===== config.mk =====
export PLATFORM = sky130hd
export DESIGN_NAME = lz77_decoder
export DESIGN_NICKNAME = d
export VERILOG_FILES = /design/src/rtl/lz77_pkg.sv /design/src/rtl/lz77_token_fifo.sv /design/src/rtl/lz77_decoder.sv
export SDC_FILE = /design/constraint.sdc
export NUM_CORES = 1
export LEC_CHECK = 0
export BUFFER_PORTS_ARGS = -buffer_cell sky130_fd_sc_hd__buf_2
export CORE_MARGIN = 4
export CORE_UTILIZATION = 40
export DETAILED_ROUTE_END_ITERATION = 6
export SLEW_MARGIN = 20
export SYNTH_ARGS = -nofsm -noshare
export SYNTH_HDL_FRONTEND = slang
export SYNTH_SLANG_ARGS = --single-unit
export TNS_END_PERCENT = 100

===== constraint.sdc =====
create_clock -name rdclk -period 2.9 [get_ports rdclk]
set_clock_uncertainty 0.2 [all_clocks]
set_input_delay 0.58 -clock rdclk [delete_from_list [all_inputs] [get_ports rdclk]]
set_output_delay 0.58 -clock rdclk [all_outputs]
set_load 0.02 [all_outputs]

===== src/rtl/lz77_pkg.sv =====
// rtl/lz77_pkg.sv - shared LZ77 token format, window geometry and FSM state type
package lz77_pkg;

  localparam int N         = 8;
  localparam int SIZE_CNT  = 3;
  localparam int SIZE_POS  = 5;
  localparam int COUNT_POS = 31;

  localparam logic [N-1:0] LIT_ESCAPE = 8'h00;

  typedef enum logic [1:0] {
    IDLE,
    LIT,
    COPY
  } lz77_state_t;

  function automatic logic [SIZE_CNT-1:0] token_cnt(input logic [N-1:0] tok);
    return tok[N-1 -: SIZE_CNT];
  endfunction

  function automatic logic [SIZE_POS-1:0] token_pos(input logic [N-1:0] tok);
    return tok[SIZE_POS-1:0];
  endfunction

endpackage


===== src/rtl/lz77_token_fifo.sv =====
// rtl/lz77_token_fifo.sv - synchronous token FIFO with full/empty flags
module lz77_token_fifo #(
  parameter int WIDTH = 8,
  parameter int DEPTH = 4
) (
  input  logic             rdclk,
  input  logic             nreset,
  input  logic             push,
  input  logic [WIDTH-1:0] wdata,
  input  logic             pop,
  output logic [WIDTH-1:0] rdata,
  output logic             full,
  output logic             empty
);

  localparam int AW = $clog2(DEPTH);
  localparam logic [AW:0] PTR_ONE = 1;

  logic [WIDTH-1:0] mem [DEPTH];
  logic [AW:0]      wr_ptr;
  logic [AW:0]      rd_ptr;
  logic             do_push;
  logic             do_pop;

  assign empty = (wr_ptr == rd_ptr);
  assign full  = (wr_ptr[AW] != rd_ptr[AW]) && (wr_ptr[AW-1:0] == rd_ptr[AW-1:0]);
  assign rdata = mem[rd_ptr[AW-1:0]];

  // A pop on the same edge frees the slot, so a full FIFO can still take a write.
  assign do_pop  = pop && !empty;
  assign do_push = push && (!full || do_pop);

  always_ff @(posedge rdclk or negedge nreset) begin
    if (!nreset) begin
      wr_ptr <= '0;
      rd_ptr <= '0;
    end else begin
      if (do_push) wr_ptr <= wr_ptr + PTR_ONE;
      if (do_pop)  rd_ptr <= rd_ptr + PTR_ONE;
    end
  end

  always_ff @(posedge rdclk) begin
    if (do_push) mem[wr_ptr[AW-1:0]] <= wdata;
  end

endmodule


===== src/rtl/lz77_decoder.sv =====
// rtl/lz77_decoder.sv - LZ77 token stream decoder; LZ77_DECODER_CHECK_EN adds err/tok_cnt
module lz77_decoder
  import lz77_pkg::*;
#(
  parameter int FIFO_DEPTH = 4
) (
  input  logic         rdclk,
  input  logic         nreset,
  input  logic         en,
  input  logic         ready_in,
  input  logic [N-1:0] byte_in,
  output logic         get,
  output logic         ready,
  output logic [N-1:0] byte_out,
  output logic         overflow
`ifdef LZ77_DECODER_CHECK_EN
  ,
  output logic         err,
  output logic [15:0]  tok_cnt
`endif
);

  lz77_state_t state;
  lz77_state_t state_next;

  logic [N-1:0]        window [COUNT_POS];
  logic [SIZE_POS-1:0] fill;
  logic [SIZE_CNT-1:0] rem;
  logic [SIZE_POS-1:0] src_pos;

  logic [N-1:0]        fifo_head;
  logic                fifo_full;
  logic                fifo_empty;
  logic                pop;
  logic                emit;
  logic [N-1:0]        emit_byte;
  logic                load;

  logic [SIZE_CNT-1:0] head_cnt;
  logic [SIZE_POS-1:0] head_pos;

  assign head_cnt = token_cnt(fifo_head);
  assign head_pos = token_pos(fifo_head);
  assign get      = !fifo_full;

  lz77_token_fifo #(
    .WIDTH (N),
    .DEPTH (FIFO_DEPTH)
  ) u_fifo (
    .rdclk  (rdclk),
    .nreset (nreset),
    .push   (ready_in),
    .wdata  (byte_in),
    .pop    (pop),
    .rdata  (fifo_head),
    .full   (fifo_full),
    .empty  (fifo_empty)
  );

  always_ff @(posedge rdclk or negedge nreset) begin
    if (!nreset) state <= IDLE;
    else         state <= state_next;
  end

  always_comb begin
    state_next = state;
    pop        = 1'b0;
    emit       = 1'b0;
    emit_byte  = fifo_head;
    load       = 1'b0;
    case (state)
      IDLE: begin
        if (en && !fifo_empty) begin
          pop = 1'b1;
          if (fifo_head == LIT_ESCAPE) begin
            state_next = LIT;
          end else if (head_cnt != '0 && head_pos != '0) begin
            load       = 1'b1;
            state_next = COPY;
          end
        end
      end
      LIT: begin
        if (en && !fifo_empty) begin
          pop        = 1'b1;
          emit       = 1'b1;
          emit_byte  = fifo_head;
          state_next = IDLE;
        end
      end
      COPY: begin
        // src_pos stays fixed: each shift moves the next source byte into place.
        if (en) begin
          emit      = 1'b1;
          emit_byte = window[src_pos - 5'd1];
          if (rem == 3'd1) state_next = IDLE;
        end
      end
      default: state_next = IDLE;
    endcase
  end

  always_ff @(posedge rdclk or negedge nreset) begin
    if (!nreset) begin
      ready    <= 1'b0;
      byte_out <= '0;
      overflow <= 1'b0;
      fill     <= '0;
      rem      <= '0;
      src_pos  <= '0;
      for (int i = 0; i < COUNT_POS; i++) window[i] <= '0;
    end else begin
      ready <= emit;
      if (emit) begin
        byte_out <= emit_byte;
        for (int i = COUNT_POS - 1; i > 0; i--) window[i] <= window[i-1];
        window[0] <= emit_byte;
        if (fill != 5'(COUNT_POS)) fill <= fill + 5'd1;
      end
      if (load) begin
        rem     <= head_cnt;
        src_pos <= head_pos;
      end else if (emit && state == COPY) begin
        rem <= rem - 3'd1;
      end
      if (ready_in && fifo_full && !pop) overflow <= 1'b1;
    end
  end

`ifdef LZ77_DECODER_CHECK_EN
  logic token_pop;
  logic token_bad;

  assign token_pop = pop && (state == IDLE);
  assign token_bad = (fifo_head != LIT_ESCAPE) &&
                     ((head_cnt != '0 && head_pos == '0) ||
                      (head_cnt == '0) ||
                      (head_pos > fill));

  always_ff @(posedge rdclk or negedge nreset) begin
    if (!nreset) begin
      err     <= 1'b0;
      tok_cnt <= '0;
    end else if (token_pop) begin
      tok_cnt <= tok_cnt + 16'd1;
      if (token_bad) err <= 1'b1;
    end
  end
`endif

endmodule

==> flow_summary.toml, run 1 <==
[status]
outcome = "finished, final reports clean"

[layout]
final_nets = 966
syn_to_final_growth_pct = 12.3
finalInstanceArea_mm2 = 0.0164
multi_input_comb_area_mm2 = 0.00645
layout-drive-gt1-share_pct = 45.2
fillCellCount = 3132
antenna_cells = 0
ff_latch_area_mm2 = 0.00762

[flow_run]
drv_cap = 0

[clocking]
cts-root-buf = "clkbuf_16"
cts_max_level = 1
cts_buffers = 31
clock_sinks = 298
clk_latency_ps = 550
tritoncts = "built"
cts.path.max_buffers = 3
postCtsSetupRepairBufs = 0
path_clk_slew_ps = 60

[floorplan]
num_io_pins = 23
dieHeight_um = 199
die_x_um = 199
core_area_mm2 = 0.0357
start_util_pct = 40.8
die_area_mm2 = 0.0396
row_count = 69

[logic_synthesis]
netlist_instances = 911
yosys.area_share.simple_pct = 3.05
yosysMostFrequentCell = "dfrtp_1"
synthMuxAreaShare_pct = 35.1
synth.area.top_cells = "dfrtp_1, mux2_4, mux4_2"
ys_async_sr_fraction_pct = 89.3
synth-edff-count = 32
ys_seq_area_share_pct = 52.2
yosysWarningCount = 0
synth_compound_gate_area_share_pct = 3.87
yosys.area_share.adder_pct = 1.03
netlist_top_cells_count = "dfrtp_1, mux2_4, mux4_2, mux2_2, nor2_1"
syn_area_mm2 = 0.0146
synth_top_family_by_area = "multiplexers"
synth_ff_type = "dfrtp_1"
synth-xor-area-share_pct = 0.824
yosys.area.top_type_share_pct = 45.6
yosys.area.top_type = "dfrtp_1"
synth_area_per_cell_um2 = 16.0
ys_seq_elements = 298
syn-num-nets = 935
synth_cell_type_count = 50

[power]
switching_share_pct = 34.8
power_frac_seq_pct = 34.6
power_frac_clock_pct = 24.0
power_switching_uw = 5790
power_per_cell_area_mw_per_mm2 = 1020
p_int_uw = 10900
comb_power_share_pct = 41.4
power.leakage_uw = 0.00742
fin_total_pwr_uw = 16700
vdd_drop_max_mv = 0.678

[worst_setup_path]
end_kind = "flip-flop"
path_max_fanout = 12
cp.required_ps = 3130
start_kind = "flip-flop"
worstSetupPathType = "reg -> reg"
worstPathArrival_ps = 2860

[sta]
final_max_slew_viol_count = 0
hold_viol = 0
setup-violations-final = 0
relSlewSlack_pct = 65.5
fmax_ghz = 0.381
finalCriticalPeriod_ps = 2630
period_share_pct = 90.6
final.setup.worst_slack_ps = 273
grt_setup_unrepaired = "false"
setup_tns_ps = 0
worst_pin_slew_ps = 518

[global_routing]
grt_max_degree = 62
gr-total-overflow = 0
antenna_found_initial = 0
grt_pass1_wl_mm = 46.8
grt_pass1_vias = 8079
grt_usage_pct = 14.6

[route]
vias = 7629
wirelength_mm = 28.0
first_pass_iters = 5
wire_per_inst_um = 19.6
ant_nets = 0
drc = 0
via_per_inst = 5.35
drtIter0Drc = 355

[placement]
port_buffers = 22
gp_congestion = 0.817
post_dp_cell_area_mm2 = 0.0153
dpl_worst_slack_ps = 171
dp_hpwl_mm = 17.7

[min_path]
hp-class = "in -> reg"
==> per-layer routing <==
layer / GRT usage, % / routed length (um)
met2: 22.8 / 12900
met5: 0 / 0
met3: 1.98 / 850
met4: 3.82 / 684
met1: 21.7 / 13500
==> sequential cells by signal, summed over array words and instances (netlist names) <==
| register | flops |
|---|---|
| overflow | 1 |
| u_fifo.wr_ptr | 3 |
| window | 248 |
| ready | 1 |
| u_fifo.rd_ptr | 3 |
| rem | 3 |
| u_fifo.mem | 32 |
| state | 2 |
| src_pos | 5 |
==> worst max-delay path: stages (launching register included) <==
cell and delay (ps):
dfrtp_4 530, inv_1 130, ha_4 240, and3b_1 170, o22ai_1 80, o221a_2 320, o21ai_4 400, nor2_1 190
a22o_1 240
==> through the flow <==
| step | instances | utilization [%] | hold WS (ps) |
|---|---|---|---|
| floorplan | 911 | - | 84.4 |
| global placement | 1369 | 42.9 | 239 |
| detailed placement | 1369 | 42.9 | 258 |
| CTS | 1425 | 45.8 | 25.2 |
| global route | 1425 | 45.8 | 27.7 |
| finish | 1425 | 45.8 | 49.1 |
==> logic make-up (layout without fill, tap and decap cells) <==
family | after synthesis | after routing
adders and majority gates | 12 | 12
DFF | 298 | 298
muxes | 336 | 336
AOI/OAI and AO/OA | 76 | 76
xor gates and xnor gates | 12 | 12
buffers and inverters | 80 | 133
and+or+nand+nor | 97 | 97
==> layout make-up <==
| type | count | share of cell area [%] |
|---|---|---|
| flip-flops and latches | 298 | 46.5 |
| multi-input cells | 533 | 39.4 |
| clock buffers | 49 | 5.76 |
| repair buffers | 63 | 3.87 |
| well taps | 461 | 3.52 |
| clock inverters | 6 | 0.520 |
| inverters | 15 | 0.374 |
==> cell usage in the layout, fill, tap and decap left out, drive strengths merged, types with 2 or more instances in the layout <==
master    count
a31o          7
edfxtp       32
xor2          4
nor2b         3
o221ai        9
and2          5
mux2        250
mux2i        30
clkbuf       49
o21ai         7
ha           12
inv          15
nor2         43
mux4         56
o22a          8
xnor2         8
a21oi        10
o21a          7
clkinv        2
nand2        29
or3           2
dfrtp       266
o22ai         5
buf          62
clkinvlp      2
nand3         4
bufinv        2
nor3          4
a22o          7
a31oi        11
==> power groups by stage <==
stage / logic (uW) / registers (uW) / clock network (uW)
final: 6890 / 5770 / 3990
after CTS: 6970 / 5770 / 4100
after floorplan: 5400 / 5540 / 0
after global placement: 6870 / 5830 / 0
after global routing: 7440 / 5890 / 4300
after detailed placement: 6960 / 5840 / 0
==> worst paths after layout <==
check                                 from          endpoint  slack (ps)  depth (start not counted)
worst min register to register    overflow          overflow         260                          1
max in group asynchronous           nreset        window[81]        1420                          3
min in group asynchronous           nreset        window[84]         320                          2
worst min-delay path            byte_in[7]  u_fifo.mem[2][7]          50                          1
worst max-delay path            src_pos[0]       window[245]         270                          8
worst max register to register  src_pos[0]       window[245]         270                          8
==> what timing repair did <==
item | CTS | global route
endpoints found under the setup margin | 0 | 2
hold buffers | 1 | 0
gates resized for setup | 0 | 3
endpoints found under the hold margin | 40 | 0
(Power assumes the default switching activity.)
==> run 2, diff against run 1 <==
ABC_CLOCK_PERIOD_IN_PS = 2900   (was not set)
PLACE_DENSITY = 0.62   (was not set)
SYNTH_HIERARCHICAL = 1   (was not set)
==> flow_summary.toml, run 2 <==
[logic_synthesis]
syn-num-nets = 1431
ys_seq_elements = 298
netlist_top_cells_count = "nand2_1, dfrtp_1, clkbuf_1, mux4_2, edfxtp_1"
yosys.area.top_type = "dfrtp_1"
synth.area.top_cells = "dfrtp_1, nand2_1, mux4_2"
ys_seq_area_share_pct = 55.1
synth-edff-count = 32
ys_async_sr_fraction_pct = 89.3
yosysWarningCount = 6
yosys.area.top_type_share_pct = 48.2
syn_area_mm2 = 0.0138
synth_cell_type_count = 58
synth_ff_type = "dfrtp_1"
yosysMostFrequentCell = "nand2_1"
netlist_instances = 1407
synth_area_per_cell_um2 = 9.82

[sta]
fmax_ghz = 0.359
worst_pin_slew_ps = 903
final.setup.worst_slack_ps = 111
hold_viol = 0
final_max_slew_viol_count = 0
grt_setup_unrepaired = "false"
period_share_pct = 96.2
finalCriticalPeriod_ps = 2790
setup-violations-final = 0
relSlewSlack_pct = 39.3

[global_routing]
grt_pass1_wl_mm = 50.9
met2_usage_pct = 25.1
top_usage_layer = "met2"
grt_usage_pct = 16.0
gr-total-overflow = 0
antenna_found_initial = 0
use_met1_pct = 23.6
grt_max_degree = 92
grt_pass1_vias = 9607
grtUsageMet3_pct = 2.97

[route]
wirelength_mm = 30.0
ant_nets = 0
drtIter0Drc = 688
via_per_inst = 5.10
drc = 0
first_pass_iters = 5
vias = 9667
wire_per_inst_um = 15.8

[placement]
post_dp_cell_area_mm2 = 0.0146
placedCellCount = 1834
dpl_worst_slack_ps = -90.1
gp_congestion = 0.819
dp_hpwl_mm = 18.8
port_buffers = 22

[worst_setup_path]
path_max_fanout = 8
cp.required_ps = 3080
r2r_start = "u_fifo/rd_ptr[0]"
reg2reg_to = "state[1]"
worstPathArrival_ps = 2970
start_kind = "flip-flop"
end_kind = "flip-flop"
r2r_slack_ps = 110
r2r_cells = 7
worstSetupPathType = "reg -> reg"

[power]
vdd_drop_max_mv = 0.931
p_int_uw = 9840
comb_power_share_pct = 38.5
power.leakage_uw = 0.00786
power_per_cell_area_mw_per_mm2 = 1010
power_frac_clock_pct = 25.8
power_switching_uw = 5910
power_frac_seq_pct = 35.8
fin_total_pwr_uw = 15800
switching_share_pct = 37.5

[layout]
syn_to_final_growth_pct = 13.3
fillCellCount = 3080
largest-register = "window"
largest_reg_flops = 248
finalInstanceArea_mm2 = 0.0157
fin_cells = 1896
final_cell_mix = "nand2_1, dfrtp_1, mux4_2"
antenna_cells = 0
final_nets = 1448
layout-drive-gt1-share_pct = 15.5
final_common_cell = "nand2_1"

[floorplan]
row_count = 67
core_area_mm2 = 0.0338
num_io_pins = 23
die_area_mm2 = 0.0376
die_x_um = 194
dieHeight_um = 194
start_util_pct = 40.9

[min_path]
whs_endpoint = "u_fifo/mem[3][6]"
holdPathStages = 1
hp-class = "in -> reg"
hold_start = "byte_in[6]"

[clocking]
clock_sinks = 298
cts-root-buf = "clkbuf_16"
cts.path.max_buffers = 3
tritoncts = "built"
cts_max_level = 2
clk_latency_ps = 500
path_clk_slew_ps = 50
cts_buffers = 34

[status]
outcome = "finished, final reports clean"

[flow_run]
drv_cap = 0
run 2: cell count changes in the layout (fill, tap and decap cells not counted), sizes merged, moves of 10 or more:
cell / change
o21ai: +11
a31oi: -10
nand2: +715
mux2: -220
o211ai: +12
nor2: -26
mux2i: -24
run 2: metrics by stage:
step / setup TNS (ps) / hold slack, ps / utilization [%]
finish: 0 / 102 / 46.3
global route: 0 / 99.0 / 46.3
CTS: 0 / 85.2 / 46.3
detailed placement: -594 / 263 / 43.1
global placement: -337 / 256 / 43.1
floorplan: -24.5 / 84.4 / -
run 2: cell families (layout without fill, tap and decap cells):
kind of cell	Yosys count	count (layout)	share of synthesized area [%]
AO/OA/AOI/OAI	80	80	4.16
XOR/XNOR	12	12	0.761
buffers and inverters	104	145	3.76
flip-flops	298	298	55.1
AND/OR/NAND/NOR	808	808	22.9
multiplexers	93	93	12.2
adder cells (fa/ha/maj)	12	12	1.09
run 2: worst max path at each step:
stage                startpoint                to  cells after the start
6_report       u_fifo/rd_ptr[0]          state[1]                      7
5_1_grt        u_fifo/rd_ptr[0]          state[1]                      7
4_1_cts        u_fifo/rd_ptr[0]          state[1]                      7
3_5_place_dp   u_fifo/rd_ptr[0]        src_pos[3]                      7
3_3_place_gp   u_fifo/rd_ptr[0]        src_pos[0]                      7
2_1_floorplan  u_fifo/rd_ptr[1]  u_fifo/mem[0][0]                     10
run 2: power groups by stage:
stage                     combinational, uW  clock (uW)  sequential, uW
after floorplan                        4260           0            5470
after global placement                 5970           0            5670
after detailed placement               6060           0            5690
after CTS                              6070        4190            5630
after global routing                   6620        4360            5730
final                                  6060        4060            5630
run 2: layout make-up:
class / count / area [um^2] / area share (%)
flip-flops and latches: 298 / 7620 / 48.7
multi-input cells: 1005 / 5730 / 36.6
clock buffers: 47 / 961 / 6.14
repair buffers: 72 / 636 / 4.06
well taps: 448 / 561 / 3.58
clock inverters: 13 / 91.3 / 0.584
inverters: 13 / 53.8 / 0.344
run 2: per-layer routing:
layer | routed length, um | vias to the layer above
met4 | 568 | 0
met5 | 0 | -
met1 | 14100 | 4771
li1 | - | 4655
met3 | 1490 | 46
met2 | 13800 | 195
run 2: timing repair:
item,4_1_cts,5_1_grt
hold buffers,1,0
pin swaps,0,0
buffers inserted,0,1
endpoints found under the setup margin,8,41
hold endpoints to repair,66,0
gates resized for setup,1,6
run 2: critical path, stage by stage, from the launching register on:
cell	delay [ps]
dfrtp_2	410
buf_12	150
mux4_2	530
or4_4	550
or3b_2	490
nand2_1	80
o31ai_1	60
a22o_1	190
